## config.mk

```make
export PLATFORM = sky130hd
export DESIGN_NAME = display_frame_arbiter
export DESIGN_NICKNAME = d
export VERILOG_FILES = /design/src/rtl/display_pkg.sv /design/src/rtl/display_frame_arbiter_rr_arbiter2.sv /design/src/rtl/display_frame_arbiter.sv
export SDC_FILE = /design/constraint.sdc
export NUM_CORES = 1
export LEC_CHECK = 0
export BUFFER_PORTS_ARGS = -buffer_cell sky130_fd_sc_hd__buf_2
export CAP_MARGIN = 20
export CORE_ASPECT_RATIO = 0.5
export CORE_MARGIN = 1
export CORE_UTILIZATION = 54
export CTS_CLUSTER_DIAMETER = 100
export DETAILED_ROUTE_END_ITERATION = 12
export PLACE_DENSITY = 0.95
export SYNTH_ARGS = -nofsm -noshare
export SYNTH_HDL_FRONTEND = slang
export SYNTH_SLANG_ARGS = --single-unit
export TNS_END_PERCENT = 50
```

## constraint.sdc

```tcl
create_clock -name sys_clk -period 3.1 [get_ports sys_clk]
set_input_delay 0.31 -clock sys_clk [delete_from_list [all_inputs] [get_ports sys_clk]]
set_output_delay 0.31 -clock sys_clk [all_outputs]
set_load 0.02 [all_outputs]
```

## src/rtl/display_pkg.sv

```systemverilog
// Shared definitions for the display frame arbiter slice.
//   FRAME_W   : frame width in bits (ROWS x COLS, row r in bits [8r+7:8r])
//   SRC_*     : source codes reported on src_active / held with the back buffer
//   arb_state_t : back-buffer occupancy state of the arbiter
package display_pkg;

  localparam int FRAME_W = 64;
  localparam int ROWS    = 8;
  localparam int COLS    = 8;

  localparam logic [1:0] SRC_NONE = 2'b00;
  localparam logic [1:0] SRC_A    = 2'b01;
  localparam logic [1:0] SRC_B    = 2'b10;

  // IDLE: back buffer free; PENDING: back buffer holds a frame awaiting swap.
  typedef enum logic {
    IDLE    = 1'b0,
    PENDING = 1'b1
  } arb_state_t;

endpackage

```

## src/rtl/display_frame_arbiter_rr_arbiter2.sv

```systemverilog
// Two-input round-robin grant.
//   sys_clk, sys_rst_n : clock, asynchronous active-low reset
//   enable             : grants are only issued while high
//   req_a, req_b       : requests
//   update             : a grant was taken this cycle; remember the winner
//   gnt_a, gnt_b       : one-hot (or zero) combinational grants
// On contention the requester that did not win last time is granted.
// After reset B counts as the last winner, so A wins the first contention.
module rr_arbiter2
  import display_pkg::*;
(
  input  logic sys_clk,
  input  logic sys_rst_n,
  input  logic enable,
  input  logic req_a,
  input  logic req_b,
  input  logic update,
  output logic gnt_a,
  output logic gnt_b
);

  logic [1:0] last_src_reg;

  always_ff @(posedge sys_clk or negedge sys_rst_n) begin
    if (!sys_rst_n) begin
      last_src_reg <= SRC_B;
    end else if (update) begin
      last_src_reg <= gnt_a ? SRC_A : SRC_B;
    end
  end

  // Grants look only at requests and history, never at request payloads.
  assign gnt_a = enable & req_a & (~req_b | (last_src_reg != SRC_A));
  assign gnt_b = enable & req_b & (~req_a | (last_src_reg == SRC_A));

endmodule

```

## src/rtl/display_frame_arbiter.sv

```systemverilog
// Double-buffered frame arbiter in front of the 8x8 74HC595 scan driver.
//   sys_clk, sys_rst_n     : clock, asynchronous active-low reset
//   a_valid/a_data/a_ready : producer A frame handshake
//   b_valid/b_data/b_ready : producer B frame handshake
//   frame_done             : one-cycle pulse from the scan driver after row 7
//   frame_out              : front buffer, drives the scan driver frame input
//   src_active             : source of the front buffer (none / A / B)
//   swap_pulse             : high for one cycle after each front/back swap
// A frame is accepted into the back buffer only while it is free. It moves to
// the front only on a frame_done edge and only once the current front frame
// has been shown for HOLD_FRAMES complete scans, so no torn frame is shown.
module display_frame_arbiter #(
  parameter int HOLD_FRAMES = 8,
  parameter int FRAME_W     = 64
) (
  input  logic               sys_clk,
  input  logic               sys_rst_n,
  input  logic               a_valid,
  input  logic [FRAME_W-1:0] a_data,
  output logic               a_ready,
  input  logic               b_valid,
  input  logic [FRAME_W-1:0] b_data,
  output logic               b_ready,
  input  logic               frame_done,
  output logic [FRAME_W-1:0] frame_out,
  output logic [1:0]         src_active,
  output logic               swap_pulse
);
  import display_pkg::*;

  localparam int             HC_W     = $clog2(HOLD_FRAMES + 1);
  // One extra bit so hold_cnt + 1 never wraps before the comparison.
  localparam logic [HC_W:0]  HOLD_EXT = (HC_W + 1)'(HOLD_FRAMES);
  localparam logic [HC_W:0]  ONE_EXT  = (HC_W + 1)'(1);

  arb_state_t          state_reg;
  arb_state_t          state_next;

  logic [FRAME_W-1:0]  back_reg;
  logic [1:0]          back_src_reg;
  logic [FRAME_W-1:0]  frame_out_reg;
  logic [1:0]          src_active_reg;
  logic                swap_pulse_reg;
  logic [HC_W-1:0]     hold_cnt_reg;

  logic [HC_W:0]       hold_inc;
  logic                hold_met;
  logic [HC_W-1:0]     hold_sat;
  logic                a_accept;
  logic                b_accept;
  logic                accept;
  logic                swap;

  // ---------------------------------------------------------------------------
  // Grant: only while the back buffer is free.
  // ---------------------------------------------------------------------------
  rr_arbiter2 u_rr_arbiter2 (
    .sys_clk   (sys_clk),
    .sys_rst_n (sys_rst_n),
    .enable    (state_reg == IDLE),
    .req_a     (a_valid),
    .req_b     (b_valid),
    .update    (accept),
    .gnt_a     (a_ready),
    .gnt_b     (b_ready)
  );

  assign a_accept = a_valid & a_ready;
  assign b_accept = b_valid & b_ready;
  assign accept   = a_accept | b_accept;

  // ---------------------------------------------------------------------------
  // Hold counter arithmetic. hold_cnt counts completed scans of the current
  // front frame, saturating at HOLD_FRAMES; the frame_done that completes the
  // HOLD_FRAMES-th scan is the earliest one allowed to swap.
  // ---------------------------------------------------------------------------
  assign hold_inc = {1'b0, hold_cnt_reg} + ONE_EXT;
  assign hold_met = (hold_inc >= HOLD_EXT);
  assign hold_sat = hold_met ? HOLD_EXT[HC_W-1:0] : hold_inc[HC_W-1:0];
  assign swap     = frame_done & (state_reg == PENDING) & hold_met;

  // ---------------------------------------------------------------------------
  // Back-buffer occupancy FSM. Accept only happens in IDLE and swap only in
  // PENDING, so the two can never collide.
  // ---------------------------------------------------------------------------
  always_ff @(posedge sys_clk or negedge sys_rst_n) begin
    if (!sys_rst_n) begin
      state_reg <= IDLE;
    end else begin
      state_reg <= state_next;
    end
  end

  always_comb begin
    state_next = state_reg;
    case (state_reg)
      IDLE:    if (accept) state_next = PENDING;
      PENDING: if (swap)   state_next = IDLE;
    endcase
  end

  // ---------------------------------------------------------------------------
  // Buffers, front-buffer outputs and hold counter.
  // ---------------------------------------------------------------------------
  always_ff @(posedge sys_clk or negedge sys_rst_n) begin
    if (!sys_rst_n) begin
      back_reg       <= '0;
      back_src_reg   <= SRC_NONE;
      frame_out_reg  <= '0;
      src_active_reg <= SRC_NONE;
      swap_pulse_reg <= 1'b0;
      // Start saturated so the first frame after reset shows at once.
      hold_cnt_reg   <= HOLD_EXT[HC_W-1:0];
    end else begin
      swap_pulse_reg <= swap;

      if (a_accept) begin
        back_reg     <= a_data;
        back_src_reg <= SRC_A;
      end else if (b_accept) begin
        back_reg     <= b_data;
        back_src_reg <= SRC_B;
      end

      if (swap) begin
        frame_out_reg  <= back_reg;
        src_active_reg <= back_src_reg;
      end

      if (frame_done) begin
        hold_cnt_reg <= swap ? '0 : hold_sat;
      end
    end
  end

  assign frame_out  = frame_out_reg;
  assign src_active = src_active_reg;
  assign swap_pulse = swap_pulse_reg;

endmodule

```

## Word level (Yosys, flattened, before mapping)

Index checks and enable logic that the tools add are counted.

| cells by class | value |
|---|---|
| bitwise logic cells | 14 |
| reductions and logical operators | 1 |
| add/subtract/negate cells | 1 |
| order comparisons | 1 |
| equal/unequal tests | 2 |
| multiplexer cells | 10 |

Operators with widths:

| kind | count |
|---|---|
| $mux W64 | 2 |
| $and A1 B1 Y1 | 8 |
| $mux W4 | 2 |
| $mux W2 | 3 |
| $add A4 B1 Y5 const B | 1 |
| $ge A5 B4 Y1 const B | 1 |
| $not A1 Y1 | 3 |
| $or A1 B1 Y1 | 3 |
| $eq A2 B1 Y1 const B | 1 |
| $mux W1 | 2 |
| $ne A2 B1 Y1 const B | 1 |
| $pmux W1 S2 | 1 |
| $reduce_bool A2 Y1 | 1 |

| storage, ports and cells | value |
|---|---|
| logic and storage cells | 37 |
| bits in registers | 140 |
| output and inout bits | 69 |
| bits of input ports | 133 |

## Longest topological paths before layout

Gate-level depths: netlist of run 1.

| depth | value |
|---|---|
| word-level depth | 7 |
| gate-level depth with buffers | 8 |
| depth with buffers taken out | 5 |

## Hierarchy

From an unflattened synthesis of run 1, not the netlist that was laid out.

| unflattened totals | value |
|---|---|
| cell total of the unflattened synthesis | 469 |
| area total of the unflattened synthesis | 5,920.7 um^2 |

By module, submodules not included:

| module | instances | cells an instance | area an instance (um^2) | sequential area each (um^2) |
|---|---|---|---|---|
| display_frame_arbiter | 1 | 457 | 5,814.3 | 3,454.6 |
| rr_arbiter2 | 1 | 12 | 106.4 | 51.3 |

## Least setup slack after synthesis of run 1

No wires, ideal clock.

| timing path | value |
|---|---|
| path type | reg2reg |
| start point | reg hold_cnt_reg[0] |
| end point | reg frame_out_reg[45] (netlist: frame_out[45]) |
| library setup time | 0.125 ns |
| arrival time | 1.731 ns |
| clock period less this slack | 1.856 ns |
| buffers on the path | 2 |
| setup slack | 1.244 ns |
| data required time | 2.975 ns |
| stages on the path, launching flop included | 8 |
| path through | dfrtp_1 > ha_1 > and2b_1 > nor3_2 > a41oi_2 > buf_6 > buf_6 > mux2_4 |

| on the way | value |
|---|---|
| cells in the longest elaborated chain, start to end | 3 |

RTL lines:

| item | RTL line | source |
|---|---|---|
| from (decl) | display_frame_arbiter.sv:44 | `logic [HC_W-1:0] hold_cnt_reg;` |
| from (signal assigned) | display_frame_arbiter.sv:113 | `hold_cnt_reg <= HOLD_EXT[HC_W-1:0];` |
| from (signal assigned) | display_frame_arbiter.sv:131 | `hold_cnt_reg <= swap ? '0 : hold_sat;` |
| $add A4 B1 Y5 | display_frame_arbiter.sv:77 | `assign hold_inc = {1'b0, hold_cnt_reg} + ONE_EXT;` |
| $ge A5 B4 Y1 | display_frame_arbiter.sv:78 | `assign hold_met = (hold_inc >= HOLD_EXT);` |
| $and A1 B1 Y1 | display_frame_arbiter.sv:80 | `assign swap = frame_done & (state_reg == PENDING) & hold_met;` |
| to (signal assigned) | display_frame_arbiter.sv:126 | `frame_out_reg <= back_reg;` |
| to (decl) | display_frame_arbiter.sv:41 | `logic [FRAME_W-1:0] frame_out_reg;` |

No other way between the ends.
A chain may end at the register's enable or synchronous reset.

## Final worst setup path of run 1

| timing path | value |
|---|---|
| start point | reg state_reg |
| end point | out a_ready |

| on the way | value |
|---|---|
| cells in the longest elaborated chain, start to end | 3 |

RTL lines:

| item | RTL line | source |
|---|---|---|
| from (decl) | display_frame_arbiter.sv:36 | `arb_state_t state_reg;` |
| from (signal assigned) | display_frame_arbiter.sv:90 | `state_reg <= state_next;` |
| $not A1 Y1 | - |  |
| $and A1 B1 Y1 (2 in series) | display_frame_arbiter_rr_arbiter2.sv:33 | `assign gnt_a = enable & req_a & (~req_b \| (last_src_reg != SRC_A));` |
| to (decl) | display_frame_arbiter.sv:20 | `output logic a_ready,` |

No other way between the ends.

==> run metrics, run 1 <==
Post-synth ARST share 1.00; Synth Area in Compound Gates 0.127; Final Non-Filler Cells 857; Worst Path Required 2790 ps; CP Max Fanout 39; Hold Slack 134 ps; Hold Path Class in2reg; post-placement cell count 824; Avg WL per Cell 17.5 um; Final HPWL DP 9.61 mm; Power Density 1120 nW/um^2; Synthesized Nets 643; mapped cell area 5820 um^2; min Tclk post-route 2420 ps; Synth Instances 508; Post-Route WL 15.0 mm; Die X 149 um; Slew @ Worst Pin 780 ps; core area 10300 um^2; Area Overhead vs Synth 30.0%; first-pass GRT wire length 23.1 mm; DP Area 6950 um^2; Post-Place Worst Slack 961 ps; Sequential Area 3510 um^2; GR Overflow Total 0; antenna diode count 0; largest net degree at the start of global routing 87; post-layout util 0.732; Slew Limit Headroom 0.480; Max Cap Viol 0; 1st-pass router iterations 9; simple-gate portion of the synthesized area 0.0795; Antenna Nets Post-Route 0; Peak Freq 413 MHz; largest family of logic cells by synthesized area multiplexers; EDFF count, synth 0; gpl congestion 0.774; share of layout cells above drive strength 1 0.442; clock latency on the worst-skew pair 410 ps; initial core utilization 0.563; synthesized flop and latch total 140; Setup crit end kind primary output; NumNets Final 839; die extent in y 75.4 um; Post-Synth XOR/XNOR Area 0; Fin Clk Skew 10.2 ps; Synth top area share 0.593; fin worst setup slack 681 ps; area of the multi-input gates 2070 um^2; post_cts resized 0; Port Buffers 201; setup TNS 0 ps; final setup violation count 0; Total GRT Usage 0.273; via/cell ratio 5.50; vias in the first global route 4739; final instance area 7570 um^2; # rows 26; maximum clock path buffer count 2; Total Power 8.44 mW; CTS Hold Buffers Added 1; H-Tree Depth 4; Fin. Hold Viols 0; area leader, netlist dfrtp_1; Num CTS Buffers 17; status completed; Root Driver clkbuf_16; clk sink count 140; initial antenna violation count 0; path type of the worst setup path reg2out; multiplexer area fraction after synthesis 0.141; register area share after synthesis 0.602; number of post-CTS setup repair buffers 0; I/O Pins 202; Worst setup SP type flip-flop; # DRC 0; Final period util 0.780; Leak 3.89 nW; Fillers 691; RSZ-0062 raised after global routing no; initial DRC count 433; Slew Limit Fails 0; DIE AREA 11200 um^2; Synth Warn # 0; TritonCTS clock tree built; Worst-path clk slew 60 ps; Adder-Cell Fraction of Synth Area 0.00430; VDD IR max 576 uV; Post-synth top flop dfrtp_1; crit path DAT 2110 ps; Area contributors post-synth dfrtp_1 59%, mux2_2 9.5%, a21oi_1 8.5%; Post-Syn Area per Cell 11.5 um^2; Netlist cell types 30; via count 4717
-- layout make-up --
type                            count  area share
Clock buffer                       21      0.0622
Clock inverter                     11      0.0187
Inverter                           22      0.0109
Multi-Input combinational cell    311       0.274
Sequential cell                   140       0.463
Tap cell                          140      0.0231
Timing Repair Buffer              212       0.148
-- where the power goes --
part | leakage, nW | switching (mW) | internal, mW | total, mW
sequential | 1.62 | 0.527 | 2.74 | 3.27
clock | 0.295 | 0.751 | 1.33 | 2.08
combinational | 1.98 | 1.76 | 1.33 | 3.09
total | 3.89 | 3.04 | 5.40 | 8.44
-- path summary, 6_finish.rpt --
path	end	slack (ps)	startpoint	cells after the start
max in group asynchronous	back_reg[53]$_DFFE_PN0P_	1750	sys_rst_n	3
worst min-delay path	back_reg[58]$_DFFE_PN0P_	130	b_data[58]	3
min in group asynchronous	frame_out[46]$_DFFE_PN0P_	530	sys_rst_n	2
worst max-delay path	a_ready	680	state_reg$_DFF_PN0_	4
worst max register to register	frame_out[42]$_DFFE_PN0P_	890	hold_cnt_reg[0]$_DFFE_PN0P_	6
worst min register to register	back_reg[14]$_DFFE_PN0P_	490	back_reg[14]$_DFFE_PN0P_	2
-- logic make-up (layout without fill, tap and decap cells) --
| logic type | count (synthesis) | after routing |
|---|---|---|
| adders and majority gates | 2 | 2 |
| muxes | 67 | 67 |
| and+or+nand+nor | 115 | 115 |
| AOI/OAI and AO/OA | 127 | 127 |
| buffers and inverters | 57 | 266 |
| DFF | 140 | 140 |
-- layer usage --
layer	GRT usage	vias to the layer above	share of wire
li1	-	2144	-
met1	0.328	2286	0.39
met2	0.482	242	0.51
met3	0.0539	45	0.058
met4	0.150	0	0.033
met5	0	-	0
-- critical path, stage by stage (launching register included) --
cell      delay, ps
dfrtp_1         490
nand2b_1        210
nand2b_2        190
inv_2           530
buf_2           290
-- Yosys cell counts (3+ instances only) --
master / number
dfrtp_1: 138
a21oi_1: 99
nor2_1: 54
nand2_1: 50
mux2_2: 49
inv_1: 21
mux2_4: 18
a222oi_1: 15
clkbuf_1: 13
buf_2: 7
buf_1: 6
buf_4: 6
o21ai_0: 5
nand2b_1: 4
buf_6: 3
-- cells in the final DEF, fill, tap and decap left out, types with 5 or more instances in the layout --
cell       instances
a21oi_1           99
a222oi_1          15
buf_2            200
buf_4              8
clkbuf_16         17
dfrtp_1          138
inv_1             21
mux2_2            49
mux2_4            18
nand2_1           50
nor2_1            53
o21ai_0            5
Note: power is estimated with default switching activity, not from simulation.
==> run 2: changes to the inputs <==
--- a/config.mk
+++ b/config.mk
@@ -9,10 +9,10 @@
 export CAP_MARGIN = 20
 export CORE_ASPECT_RATIO = 0.5
 export CORE_MARGIN = 1
-export CORE_UTILIZATION = 54
+export CORE_UTILIZATION = 50
 export CTS_CLUSTER_DIAMETER = 100
 export DETAILED_ROUTE_END_ITERATION = 12
-export PLACE_DENSITY = 0.95
+export PLACE_DENSITY = 0.91
 export SYNTH_ARGS = -nofsm -noshare
 export SYNTH_HDL_FRONTEND = slang
 export SYNTH_SLANG_ARGS = --single-unit
==> constraint.sdc (replaced) <==
create_clock -name sys_clk -period 2.3 [get_ports sys_clk]
set_input_delay 0.23 -clock sys_clk [delete_from_list [all_inputs] [get_ports sys_clk]]
set_output_delay 0.23 -clock sys_clk [all_outputs]
set_load 0.02 [all_outputs]
==> run 2 against run 1 <==
Net effect: routed wire length fell by 3.8%; cell area rose by 0.81%; total power is 34% higher; combinational power increased by 34%; clock power up 32%; critical endpoint unchanged; largest power group unchanged.
==> run metrics, run 2 (synthesis gave the netlist of run 1 again) <==
status completed; Worst Path Required 2070 ps; setup TNS 0 ps; Peak Freq 462 MHz; NumNets Final 842; Worst-path clk slew 60 ps; clock latency on the worst-skew pair 410 ps; number of post-CTS setup repair buffers 0; Fin. Hold Viols 0; 1st-pass router iterations 5; Global Route met3 Usage 0.0436; vias in the first global route 4799; WHS Path Cells 3; Total GRT Usage 0.247; clk sink count 140; # DRC 0; Post-Route WL 14.4 mm; first-pass GRT wire length 23.1 mm; Num CTS Buffers 17; Slew Limit Fails 0; I/O Pins 202; Antenna Nets Post-Route 0; Total Power 11.3 mW; Avg WL per Cell 16.7 um; post-layout util 0.684; most frequent cells in the layout 200 x buf_2, 138 x dfrtp_1, 99 x a21oi_1, 53 x nor2_1, 50 x nand2_1; worst reg2reg path depth 6; Worst setup SP type flip-flop; met2 Use GR 0.419; # rows 27; met1 Track Usage GR 0.303; commonest non-fill, non-tap cell in the layout buf_2; Slew @ Worst Pin 594 ps; Hold Path Class in2reg; path type of the worst setup path reg2out; r2r setup slk 280 ps; core area 11100 um^2; Area Overhead vs Synth 31.0%; TritonCTS clock tree built; gpl congestion 0.791; Power Density 1480 nW/um^2; post_cts resized 0; Hold EP back_reg[7]$_DFFE_PN0P_; Fin Clk Skew 10.1 ps; Post-Place Worst Slack 303 ps; antenna diode count 0; via/cell ratio 5.41; H-Tree Depth 4; final setup violation count 0; crit path from state_reg$_DFF_PN0_; Max Cap Viol 0; GR Overflow Total 0; DIE AREA 12100 um^2; Setup crit end kind primary output; initial core utilization 0.522; share of layout cells above drive strength 1 0.446; Slew Limit Headroom 0.604; die extent in y 78.3 um; busiest layer in global routing met2; worst r2r dst frame_out[23]$_DFFE_PN0P_; RSZ-0062 raised after global routing no; maximum clock path buffer count 2; Hold Crit Start b_data[7]; Root Driver clkbuf_16; crit path DAT 1930 ps; Port Buffers 201; VDD IR max 811 uV; initial DRC count 319; worst r2r src hold_cnt_reg[0]$_DFFE_PN0P_; Final period util 0.941; via count 4679; largest net degree at the start of global routing 66; initial antenna violation count 0; fin worst setup slack 136 ps; Die X 155 um; Leak 3.91 nW; Final HPWL DP 9.72 mm; min Tclk post-route 2160 ps; CP Max Fanout 22
run 2: cell type report:
cell class                      count  area (um^2)
Inverter                           22         82.6
Timing Repair Buffer              215         1180
Fill cell                         797         3520
Multi-Input combinational cell    311         2070
Sequential cell                   140         3510
Clock buffer                       22          494
Tap cell                          145          181
Clock inverter                     10          113
run 2: layer usage:
metal | share of wire | wire length, um
met5 | 0 | 0
met4 | 0.038 | 541
met3 | 0.041 | 587
met2 | 0.50 | 7230
met1 | 0.42 | 6060
run 2: critical path, cell delays in order (launching register included):
cell	delay (ps)
dfrtp_1	510
nand2b_1	240
nand2b_2	200
inv_2	340
buf_2	250
run 2: worst max path at each step:
stage / slack, ps / endpoint / cells past startpoint
6_report: 140 / a_ready / 4
5_1_grt: 60 / a_ready / 4
4_1_cts: 150 / a_ready / 4
3_5_place_dp: 300 / frame_out[23]$_DFFE_PN0P_ / 6
3_3_place_gp: 380 / frame_out[23]$_DFFE_PN0P_ / 6
2_1_floorplan: 440 / frame_out[45]$_DFFE_PN0P_ / 7
run 2: through the flow:
step                      area (um^2)  hold slack, ps  instances
final                            7630            53.4        865
after global routing             7630            51.9        865
after CTS                        7630            41.9        865
after detailed placement         7010             253        832
after global placement           7010             249        832
after floorplan                  5820           -65.6        508
run 2: timing repair:
action / 4_1_cts / 5_1_grt
setup endpoints to repair: 0 / 0
hold buffers: 1 / 0
endpoints found under the hold margin: 60 / 0
run 2: power breakdown:
| group | leakage (nW) | internal, mW | total (mW) | switching [mW] |
|---|---|---|---|---|
| sequential | 1.62 | 3.70 | 4.40 | 0.697 |
| clock | 0.286 | 1.74 | 2.75 | 1.02 |
| combinational | 2.01 | 1.84 | 4.15 | 2.32 |
| total | 3.91 | 7.27 | 11.3 | 4.03 |
==> run 3: changes to the inputs <==
--- a/config.mk
+++ b/config.mk
@@ -9,10 +9,11 @@
 export CAP_MARGIN = 20
 export CORE_ASPECT_RATIO = 0.5
 export CORE_MARGIN = 1
-export CORE_UTILIZATION = 50
+export CORE_UTILIZATION = 54
 export CTS_CLUSTER_DIAMETER = 100
 export DETAILED_ROUTE_END_ITERATION = 12
-export PLACE_DENSITY = 0.91
+export GPL_TIMING_DRIVEN = 0
+export PLACE_DENSITY = 0.95
 export SYNTH_ARGS = -nofsm -noshare
 export SYNTH_HDL_FRONTEND = slang
 export SYNTH_SLANG_ARGS = --single-unit
==> constraint.sdc (replaced) <==
create_clock -name sys_clk -period 2.68 [get_ports sys_clk]
set_input_delay 0.268 -clock sys_clk [delete_from_list [all_inputs] [get_ports sys_clk]]
set_output_delay 0.268 -clock sys_clk [all_outputs]
set_load 0.02 [all_outputs]
==> run 3 against run 2 <==
Net effect: register-to-register slack better by 210 ps; hold slack better by 35 ps; critical path type unchanged; critical path depth up 3; clock power up 3%; total power down 8.9%; non-clock buffer count up 22; core utilization up 6.5 points; via count up 6.9%; sequential power down 14%; setup slack better by 180 ps.
==> run metrics, run 3 (synthesis gave the netlist of run 1 again) <==
via/cell ratio 5.67; Area Overhead vs Synth 33.2%; most frequent cells in the layout 206 x buf_2, 138 x dfrtp_1, 99 x a21oi_1, 54 x nor2_1, 50 x nand2_1; Root Driver clkbuf_16; gpl congestion 0.807; WHS Path Cells 3; maximum clock path buffer count 2; Leak 3.99 nW; die extent in y 75.4 um; clk sink count 140; share of layout cells above drive strength 1 0.434; Hold Crit Start b_data[22]; commonest non-fill, non-tap cell in the layout buf_2; post-placement cell count 849; Num CTS Buffers 17; Antenna Nets Post-Route 0; first-pass GRT wire length 24.1 mm; min Tclk post-route 2370 ps; crit-path cells nand2b_1, nand2b_1, buf_2, inv_2, buf_4, buf_4, buf_2; NumNets Final 864; DIE AREA 11200 um^2; H-Tree Depth 4; via count 5001; CP top delay family buffers and inverters; r2r setup slk 490 ps; setup TNS 0 ps; Worst setup SP type flip-flop; # DRC 0; Port Buffers 200; Worst-path clk slew 60 ps; Worst Path Required 2410 ps; Setup crit end kind primary output; TritonCTS clock tree built; Slew Limit Headroom 0.540; vias in the first global route 4881; Power Density 1330 nW/um^2; I/O Pins 202; Hold Path Class in2reg; 1st-pass router iterations 7; largest net degree at the start of global routing 75; initial core utilization 0.563; WP buf/inv 5; core area 10300 um^2; path type of the worst setup path reg2out; status completed; Max Cap Viol 0; Final Non-Filler Cells 882; Final period util 0.883; slowest CP cell dfrtp_1; Final HPWL DP 10.3 mm; CP Max Fanout 10; antenna diode count 0; initial DRC count 498; worst r2r dst frame_out[47]$_DFFE_PN0P_; VDD IR max 617 uV; crit-path max cell delay 480 ps; Avg WL per Cell 18.2 um; Hold EP back_reg[22]$_DFFE_PN0P_; # rows 26; Post-Route WL 16.1 mm; RSZ-0062 raised after global routing no; Fin. Hold Viols 0; Fin Clk Skew 10.1 ps; initial antenna violation count 0; final setup violation count 0; GR Overflow Total 0; Peak Freq 423 MHz; Slew Limit Fails 0; crit path DAT 2100 ps; Die X 149 um; clock latency on the worst-skew pair 410 ps; worst r2r src hold_cnt_reg[0]$_DFFE_PN0P_; Slew @ Worst Pin 689 ps; number of post-CTS setup repair buffers 0; Total GRT Usage 0.285; post-layout util 0.750; worst reg2reg path depth 7; Hold Slack 88.1 ps
## run 3: report_power, final
part | internal, mW | switching [mW]
Sequential | 3.17 | 0.612
Combinational | 1.57 | 2.11
Clock | 1.94 | 0.891
Total | 6.69 | 3.61
## run 3: layer usage
| layer | wire length (um) | GRT usage |
|---|---|---|
| met1 | 6290 | 0.348 |
| met2 | 7910 | 0.487 |
| met3 | 1270 | 0.0677 |
| met4 | 627 | 0.155 |
| met5 | 0 | 0 |
## run 3: how the worst max path moves through the flow
stage | from | to | depth (start not counted)
detailed placement | hold_cnt_reg[0]$_DFFE_PN0P_ | frame_out[45]$_DFFE_PN0P_ | 7
global placement | sys_rst_n | back_reg[9]$_DFFE_PN0P_ | 1
CTS | state_reg$_DFF_PN0_ | a_ready | 7
finish | state_reg$_DFF_PN0_ | a_ready | 7
global route | state_reg$_DFF_PN0_ | a_ready | 7
floorplan | hold_cnt_reg[0]$_DFFE_PN0P_ | frame_out[45]$_DFFE_PN0P_ | 7
## run 3: final cells by class
type	instances	area [um^2]
fillers	635	2590
repair buffers	202	1040
clock buffers	21	480
well taps	140	175
multi-input cells	311	2050
inverters	22	82.6
plain buffers	35	185
clock inverters	11	234
flip-flops and latches	140	3510
## run 3: worst reg2reg max path, stage by stage (launching register included)
cell     delay (ps)
dfrtp_1         440
ha_1            280
and2b_1         240
nor3_2           50
a41oi_2         320
buf_6           230
buf_6           200
mux2_4          320
## run 3: stage by stage
stage          instance area, um^2  power (mW)  worst slack (ps)
6_report                      7760        10.3               314
2_1_floorplan                 5820        6.11               824
4_1_cts                       7760        10.3               335
3_5_place_dp                  7030        7.36               556
3_3_place_gp                  7000        7.13              -492
5_1_grt                       7760        10.8               248
## run 3: timing repair
action	4_1_cts	5_1_grt
hold buffers	1	0
endpoints found under the hold margin	73	0
resized for setup	0	0
